==> src/rtl/pal_mode_sequencer.sv <==
// rtl/pal_mode_sequencer.sv - interlaced/progressive mode switch sequencer for the PAL test frame generator
// Debounced button and auto-cycle timer requests, applied at frame boundaries with a post-switch video mute.
module pal_mode_sequencer #(
  parameter int unsigned DEBOUNCE_CYCLES = 200000,
  parameter int unsigned MUTE_FRAMES     = 4,
  parameter int unsigned AUTO_FRAMES     = 250
) (
  input  logic clk_i,
  input  logic rst_i,
  input  logic btn_i,
  input  logic auto_en_i,
  input  logic frame_start_i,
  output logic mode_o,
  output logic video_mute_o,
  output logic mode_changed_o,
  output logic busy_o
);

  localparam int DBW = (DEBOUNCE_CYCLES > 0) ? $clog2(DEBOUNCE_CYCLES + 1) : 1;
  localparam int MW  = (MUTE_FRAMES > 0) ? $clog2(MUTE_FRAMES + 1) : 1;
  localparam int FW  = (AUTO_FRAMES > 0) ? $clog2(AUTO_FRAMES + 1) : 1;
  localparam logic [DBW-1:0] DB_LAST   = DBW'(DEBOUNCE_CYCLES - 1);
  localparam logic [FW-1:0]  FRM_LAST  = FW'(AUTO_FRAMES - 1);
  localparam logic [MW-1:0]  MUTE_INIT = MW'(MUTE_FRAMES);

  typedef enum logic [1:0] {
    S_IDLE    = 2'd0,
    S_PENDING = 2'd1,
    S_MUTE    = 2'd2
  } state_e;

  state_e         state_q, state_d;
  logic           sync1_q, sync1_d, sync2_q, sync2_d;
  logic           db_q, db_d, btn_req_q, btn_req_d;
  logic [DBW-1:0] db_cnt_q, db_cnt_d;
  logic [FW-1:0]  frm_cnt_q, frm_cnt_d;
  logic [MW-1:0]  mute_cnt_q, mute_cnt_d;
  logic           mode_q, mode_d, video_mute_q, video_mute_d;
  logic           mode_changed_q, mode_changed_d, busy_q, busy_d;
  logic           idle, auto_req, req;

  always_comb begin
    sync1_d   = btn_i;
    sync2_d   = sync1_q;
    db_d      = db_q;
    db_cnt_d  = '0;
    btn_req_d = 1'b0;
    // Count consecutive cycles the synced level disagrees with the debounced one.
    if (sync2_q != db_q) begin
      if (db_cnt_q == DB_LAST) begin
        db_d      = sync2_q;
        btn_req_d = sync2_q;
      end else begin
        db_cnt_d = db_cnt_q + 1'b1;
      end
    end

    idle     = (state_q == S_IDLE);
    auto_req = auto_en_i && idle && frame_start_i && (frm_cnt_q == FRM_LAST);
    req      = btn_req_q || auto_req;

    frm_cnt_d = frm_cnt_q;
    if (!auto_en_i || (idle && req)) begin
      frm_cnt_d = '0;
    end else if (idle && frame_start_i) begin
      frm_cnt_d = frm_cnt_q + 1'b1;
    end

    state_d        = state_q;
    mode_d         = mode_q;
    mute_cnt_d     = mute_cnt_q;
    video_mute_d   = video_mute_q;
    mode_changed_d = 1'b0;
    unique case (state_q)
      S_IDLE: begin
        if (req) state_d = S_PENDING;
      end
      S_PENDING: begin
        if (frame_start_i) begin
          mode_d         = ~mode_q;
          mode_changed_d = 1'b1;
          mute_cnt_d     = MUTE_INIT;
          if (MUTE_FRAMES == 0) begin
            state_d = S_IDLE;
          end else begin
            state_d      = S_MUTE;
            video_mute_d = 1'b1;
          end
        end
      end
      S_MUTE: begin
        if (frame_start_i) begin
          mute_cnt_d = mute_cnt_q - 1'b1;
          if (mute_cnt_q <= MW'(1)) begin
            state_d      = S_IDLE;
            video_mute_d = 1'b0;
          end
        end
      end
      default: state_d = S_IDLE;
    endcase
    busy_d = (state_d != S_IDLE);
  end

  always_ff @(posedge clk_i) begin
    if (rst_i) begin
      state_q        <= S_IDLE;
      sync1_q        <= 1'b0;
      sync2_q        <= 1'b0;
      db_q           <= 1'b0;
      db_cnt_q       <= '0;
      btn_req_q      <= 1'b0;
      frm_cnt_q      <= '0;
      mute_cnt_q     <= '0;
      mode_q         <= 1'b0;
      video_mute_q   <= 1'b0;
      mode_changed_q <= 1'b0;
      busy_q         <= 1'b0;
    end else begin
      state_q        <= state_d;
      sync1_q        <= sync1_d;
      sync2_q        <= sync2_d;
      db_q           <= db_d;
      db_cnt_q       <= db_cnt_d;
      btn_req_q      <= btn_req_d;
      frm_cnt_q      <= frm_cnt_d;
      mute_cnt_q     <= mute_cnt_d;
      mode_q         <= mode_d;
      video_mute_q   <= video_mute_d;
      mode_changed_q <= mode_changed_d;
      busy_q         <= busy_d;
    end
  end

  assign mode_o         = mode_q;
  assign video_mute_o   = video_mute_q;
  assign mode_changed_o = mode_changed_q;
  assign busy_o         = busy_q;

endmodule

==> config.mk <==
export PLATFORM = sky130hd
export DESIGN_NAME = pal_mode_sequencer
export DESIGN_NICKNAME = d
export VERILOG_FILES = /design/src/rtl/pal_mode_sequencer.sv
export SDC_FILE = /design/constraint.sdc
export NUM_CORES = 1
export LEC_CHECK = 0
export BUFFER_PORTS_ARGS = -buffer_cell sky130_fd_sc_hd__clkbuf_2
export CORE_UTILIZATION = 35
export CTS_CLUSTER_SIZE = 16
export DETAILED_ROUTE_END_ITERATION = 16
export SYNTH_ARGS = -nofsm -noshare
export SYNTH_HDL_FRONTEND = slang
export SYNTH_SLANG_ARGS = --single-unit
==> constraint.sdc <==
create_clock -name clk_i -period 1.76 [get_ports clk_i]
set_input_delay 0.176 -clock clk_i [delete_from_list [all_inputs] [get_ports clk_i]]
set_output_delay 0.176 -clock clk_i [all_outputs]
set_load 0.02 [all_outputs]
* Yosys cells after proc, flatten, opt, wreduce, memory -nomap -nowiden *
Index checks and enable logic that the tools add are counted.

storage, ports and cells
  register bits after elaboration = 39
  input port bits = 5

operators by class
  add/sub/neg operators = 3
  magnitude comparators = 1
  eq/ne operators = 8
  mux-type cells = 13
  bitwise gates (word level) = 4
  reduce and logical (&&, ||, !) cells = 19

operator list
  cell                   count
  $add 18x1->18 const B  1
  $eq 18x18->1 const B   1
  $add 8x1->8 const B    1
  $eq 8x8->1 const B     1
  $mux 2                 4
  $mux 3                 2
  $ne 2x2->1 const B     3
  $pmux 2 s3             1
  $pmux 3 s2             1
  $reduce_or 3->1        2
  $logic_and 1x1->1      5
  $mux 1                 4
  $not 1->1              4
  $reduce_and 2->1       2
  $reduce_and 4->1       1
  $reduce_bool 2->1      2
  $reduce_or 2->1        2
  $le 3x1->1 const B     1
  $reduce_and 3->1       1
  $sub 3x1->3 const B    1
  $eq 2x1->1 const B     1
  $eq 2x2->1 const B     1
  $logic_not 2->1        1
  $logic_or 1x1->1       2
  3 further kinds        3

* Longest topological paths before layout *
  word-level depth = 8
  mapped depth = 6
  mapped depth without buffers = 6

* Worst setup path after synthesis *
Ideal clock, no wire load.

  kind = register to register
  start point = reg db_cnt_q[0]
  end point = reg db_cnt_q[2]
  library setup time = 0.115 ns
  data arrival time = 1.363 ns
  data required time = 1.645 ns
  path slack = 0.283 ns
  stages on the path, launching flop included = 7
  path buffers = 2
  path through = dfxtp_1 > ha_1 > clkbuf_1 > nand2_2 > o21ai_2 > buf_4 > nor2_1

between the ends
  longest elaborated chain between the ends = 2
  elaborated cells between the ends (all ways) = 3
  those cells by class = add/sub: 1; eq/ne: 1; reduce/logical: 1

RTL lines
  element                                                line  text
  start: declaration                                     35    logic [DBW-1:0] db_cnt_q, db_cnt_d;
  start signal: assignment                               124   db_cnt_q <= db_cnt_d;
  branches (longest 2 deep; another with $add 18x1->18)  -

Several ways; the timed one is not identified.
A chain may end at the register's enable or synchronous reset.

* Worst setup path after layout *
  start point = reg db_cnt_q[3]
  end point = reg db_cnt_q[17]

Same word-level chain as after synthesis.

==> impl_metrics.json <==
{
  "start_util_pct": 37.2,
  "weighted_congestion_reported_at_the_end_of_routability_driven_placement": 0.776,
  "total_via_count_after_detailed_routing": 1326,
  "report.power.total_mw": 1.52,
  "powerDensity_nw_per_um2": 762,
  "portBuffers": 8,
  "synth.yosys.seq_area_share_pct": 43.3,
  "finalNetCount": 221,
  "layout.cells.non_filler": 279,
  "globalRoute.totalOverflow": 0,
  "synth.avg_cell_area_um2": 9.02,
  "worst_ir_drop_vdd_mv": 0.348,
  "worst_setup_path_start_kind": "register",
  "fin_ws_ps": 136,
  "postCtsHoldBufs": 0,
  "grt_start_max_net_pins": 18,
  "cp_data_arrival_time_ps": 1850,
  "path_class": "reg2reg",
  "timing_worst_slew_pin_value_ps": 501,
  "first_pass_drt_iterations": 4,
  "antenna_violating_nets_post_route": 0,
  "die_height_um": 73.8,
  "min-delay-path-class": "in2reg",
  "die_area_um2": 5450,
  "result_of_the_run": "completed",
  "final_min_period_ps": 1620,
  "tns_ps": 0,
  "avgRoutedWirePerCell_um": 11.1,
  "max_frequency_mhz": 616,
  "number_of_post_cts_setup_repair_buffers": 0,
  "synth_nets": 210,
  "routed_via_density": 4.75,
  "detailedPlacementHpwl_um": 2160,
  "drive_above_1_share_pct": 13.2,
  "ffs_latches_synth": 39,
  "setup_viol_count_final": 0,
  "num-fill-cells": 485,
  "cts_inserted_buffers": 5,
  "grt_antenna_before_repair": 0,
  "htreeDepth": 2,
  "clk_pin_slew_worst_paths_ps": 70,
  "unrepaired_setup_endpoints_after_global_routing": "false",
  "power.leakage_nw": 0.683,
  "drc": 0,
  "final_hold_viol_count": 0,
  "post_synthesis_cell_count": 200,
  "flow.area_growth_from_synthesis_pct": 10.7,
  "fp.coreArea_um2": 4850,
  "timing.max_cap.violations": 0,
  "synth.cell_area_um2": 1800,
  "die_w_um": 73.8,
  "yosysWarningCount": 0,
  "antenna-diode-count": 0,
  "cts_max_path_buffers": 2,
  "place_inst": 271,
  "relSlewSlack_pct": 66.6,
  "drt_wl_total_um": 3110,
  "synth.lib_cells_used.distinct": 43,
  "clock_skew_ps": 11.8,
  "clock_latency_ps": 290,
  "detailedRoute.firstIterationViolations": 42,
  "numClockSinks": 39,
  "final_max_slew_viol_count": 0,
  "cts.root.buffer_cell": "sky130_fd_sc_hd__clkbuf_8",
  "grt_util_all_layers_pct": 13.2,
  "timing.final.crit_share_pct": 92.3,
  "final_common_cell": "sky130_fd_sc_hd__dfxtp_1",
  "grt_first_pass_wirelength_um": 5500,
  "via_count_of_the_first_global_routing_pass": 1230,
  "worst_path_maximum_fanout": 9,
  "post_cts.resized_instances": 0,
  "critPathRequiredTime_ps": 1990,
  "cts_tree": "done",
  "mostFrequentLayoutCells": "39 x sky130_fd_sc_hd__dfxtp_1, 31 x sky130_fd_sc_hd__nor2_1, 13 x sky130_fd_sc_hd__nand4_1",
  "boundaryPins": 9,
  "core.rowCount": 25,
  "place_worst_setup_slack_ps": 159,
  "endpoint_kind": "register"
}
metrics by stage:
stage | area [µm²] | utilization, % | hold WS [ps]
floorplan | 1800 | - | 248
global placement | 1910 | 39.5 | 388
detailed placement | 1910 | 39.5 | 389
CTS | 2000 | 41.2 | 74.9
global route | 2000 | 41.2 | 107
finish | 2000 | 41.2 | 85.9
layer usage:
layer	vias up	wire length (µm)	GRT usage, %
li1	720	-	-
met1	586	1690	17.9
met2	16	1300	18.7
met3	4	60	3.70
met4	0	59	7.69
met5	-	0	0
sequential cells by signal, summed over array words and instances (netlist names):
| signal | cells |
|---|---|
| db_q | 1 |
| sync2_q | 1 |
| busy_o | 1 |
| db_cnt_q | 18 |
| mode_changed_o | 1 |
| btn_req_q | 1 |
| mode_o | 1 |
| sync1_q | 1 |
| mute_cnt_q | 3 |
| state_q | 2 |
| video_mute_o | 1 |
| frm_cnt_q | 8 |
critical path, stage by stage (launching register included):
cell and delay, ps:
sky130_fd_sc_hd__dfxtp_1 400, sky130_fd_sc_hd__and4_1 450, sky130_fd_sc_hd__nand2_4 90, sky130_fd_sc_hd__or4_4 490, sky130_fd_sc_hd__a21oi_2 140
logic make-up (layout without fill, tap and decap cells):
group | count (synthesis) | in the layout | synth area share (%)
buf+inv | 17 | 29 | 4.37
xor+xnor | 21 | 21 | 10.2
compound gates | 29 | 29 | 11.4
fa+ha+maj | 5 | 5 | 3.47
simple gates | 89 | 89 | 27.3
flops | 39 | 39 | 43.3
report_power, final:
group | internal (mW) | switching, mW | total (mW)
registers | 0.887 | 0.00390 | 0.891
logic | 0.0168 | 0.0264 | 0.0432
clock network | 0.277 | 0.312 | 0.588
total | 1.18 | 0.342 | 1.52
area by class of cell:
class | instances | area [µm²] | area share [%]
clock buffer | 6 | 72.6 | 3.63
inverter | 9 | 33.8 | 1.69
multi-input combinational | 144 | 945 | 47.3
clock inverter | 2 | 12.5 | 0.626
timing repair buffer | 12 | 70.1 | 3.51
tap | 67 | 83.8 | 4.20
sequential | 39 | 781 | 39.1
path summary, 6_finish.rpt:
path | startpoint | end | slack, ps | cells past startpoint
max | db_cnt_q[3]$_SDFF_PP0_ | db_cnt_q[17]$_SDFF_PP0_ | 140 | 4
min | btn_i | sync1_q$_SDFF_PP0_ | 90 | 2
max reg2reg | db_cnt_q[3]$_SDFF_PP0_ | db_cnt_q[17]$_SDFF_PP0_ | 140 | 4
min reg2reg | sync1_q$_SDFF_PP0_ | sync2_q$_SDFF_PP0_ | 440 | 1
synthesized netlist by cell type (all sizes together):
cell type / instances / area share [%]
nand3: 7 / 1.9
a21oi: 10 / 3.0
a311o: 1 / 0.55
and4bb: 1 / 0.69
nor4: 2 / 0.69
a211oi: 2 / 0.83
o21ai: 7 / 2.1
and4: 2 / 0.97
o31ai: 1 / 0.42
a21o: 1 / 0.42
nand4bb: 1 / 0.62
o31a: 1 / 0.49
nor2: 31 / 6.4
clkbuf: 5 / 1.0
nor2b: 2 / 0.69
xnor2: 9 / 4.4
or3: 4 / 1.4
xor2: 12 / 5.8
nand4: 14 / 5.2
and4b: 1 / 0.55
buf: 3 / 1.5
nand2: 10 / 2.6
nor3b: 3 / 1.5
a22o: 1 / 0.49
ha: 5 / 3.5
and3: 3 / 1.0
o22ai: 1 / 0.35
and2: 4 / 1.4
dfxtp: 39 / 43
a2bb2oi: 1 / 0.49
o311ai: 1 / 1.5
inv: 9 / 1.9
nor3: 3 / 0.83
a22oi: 1 / 0.42
or4: 1 / 0.62
o21bai: 1 / 0.42
(Power assumes the default switching activity.)
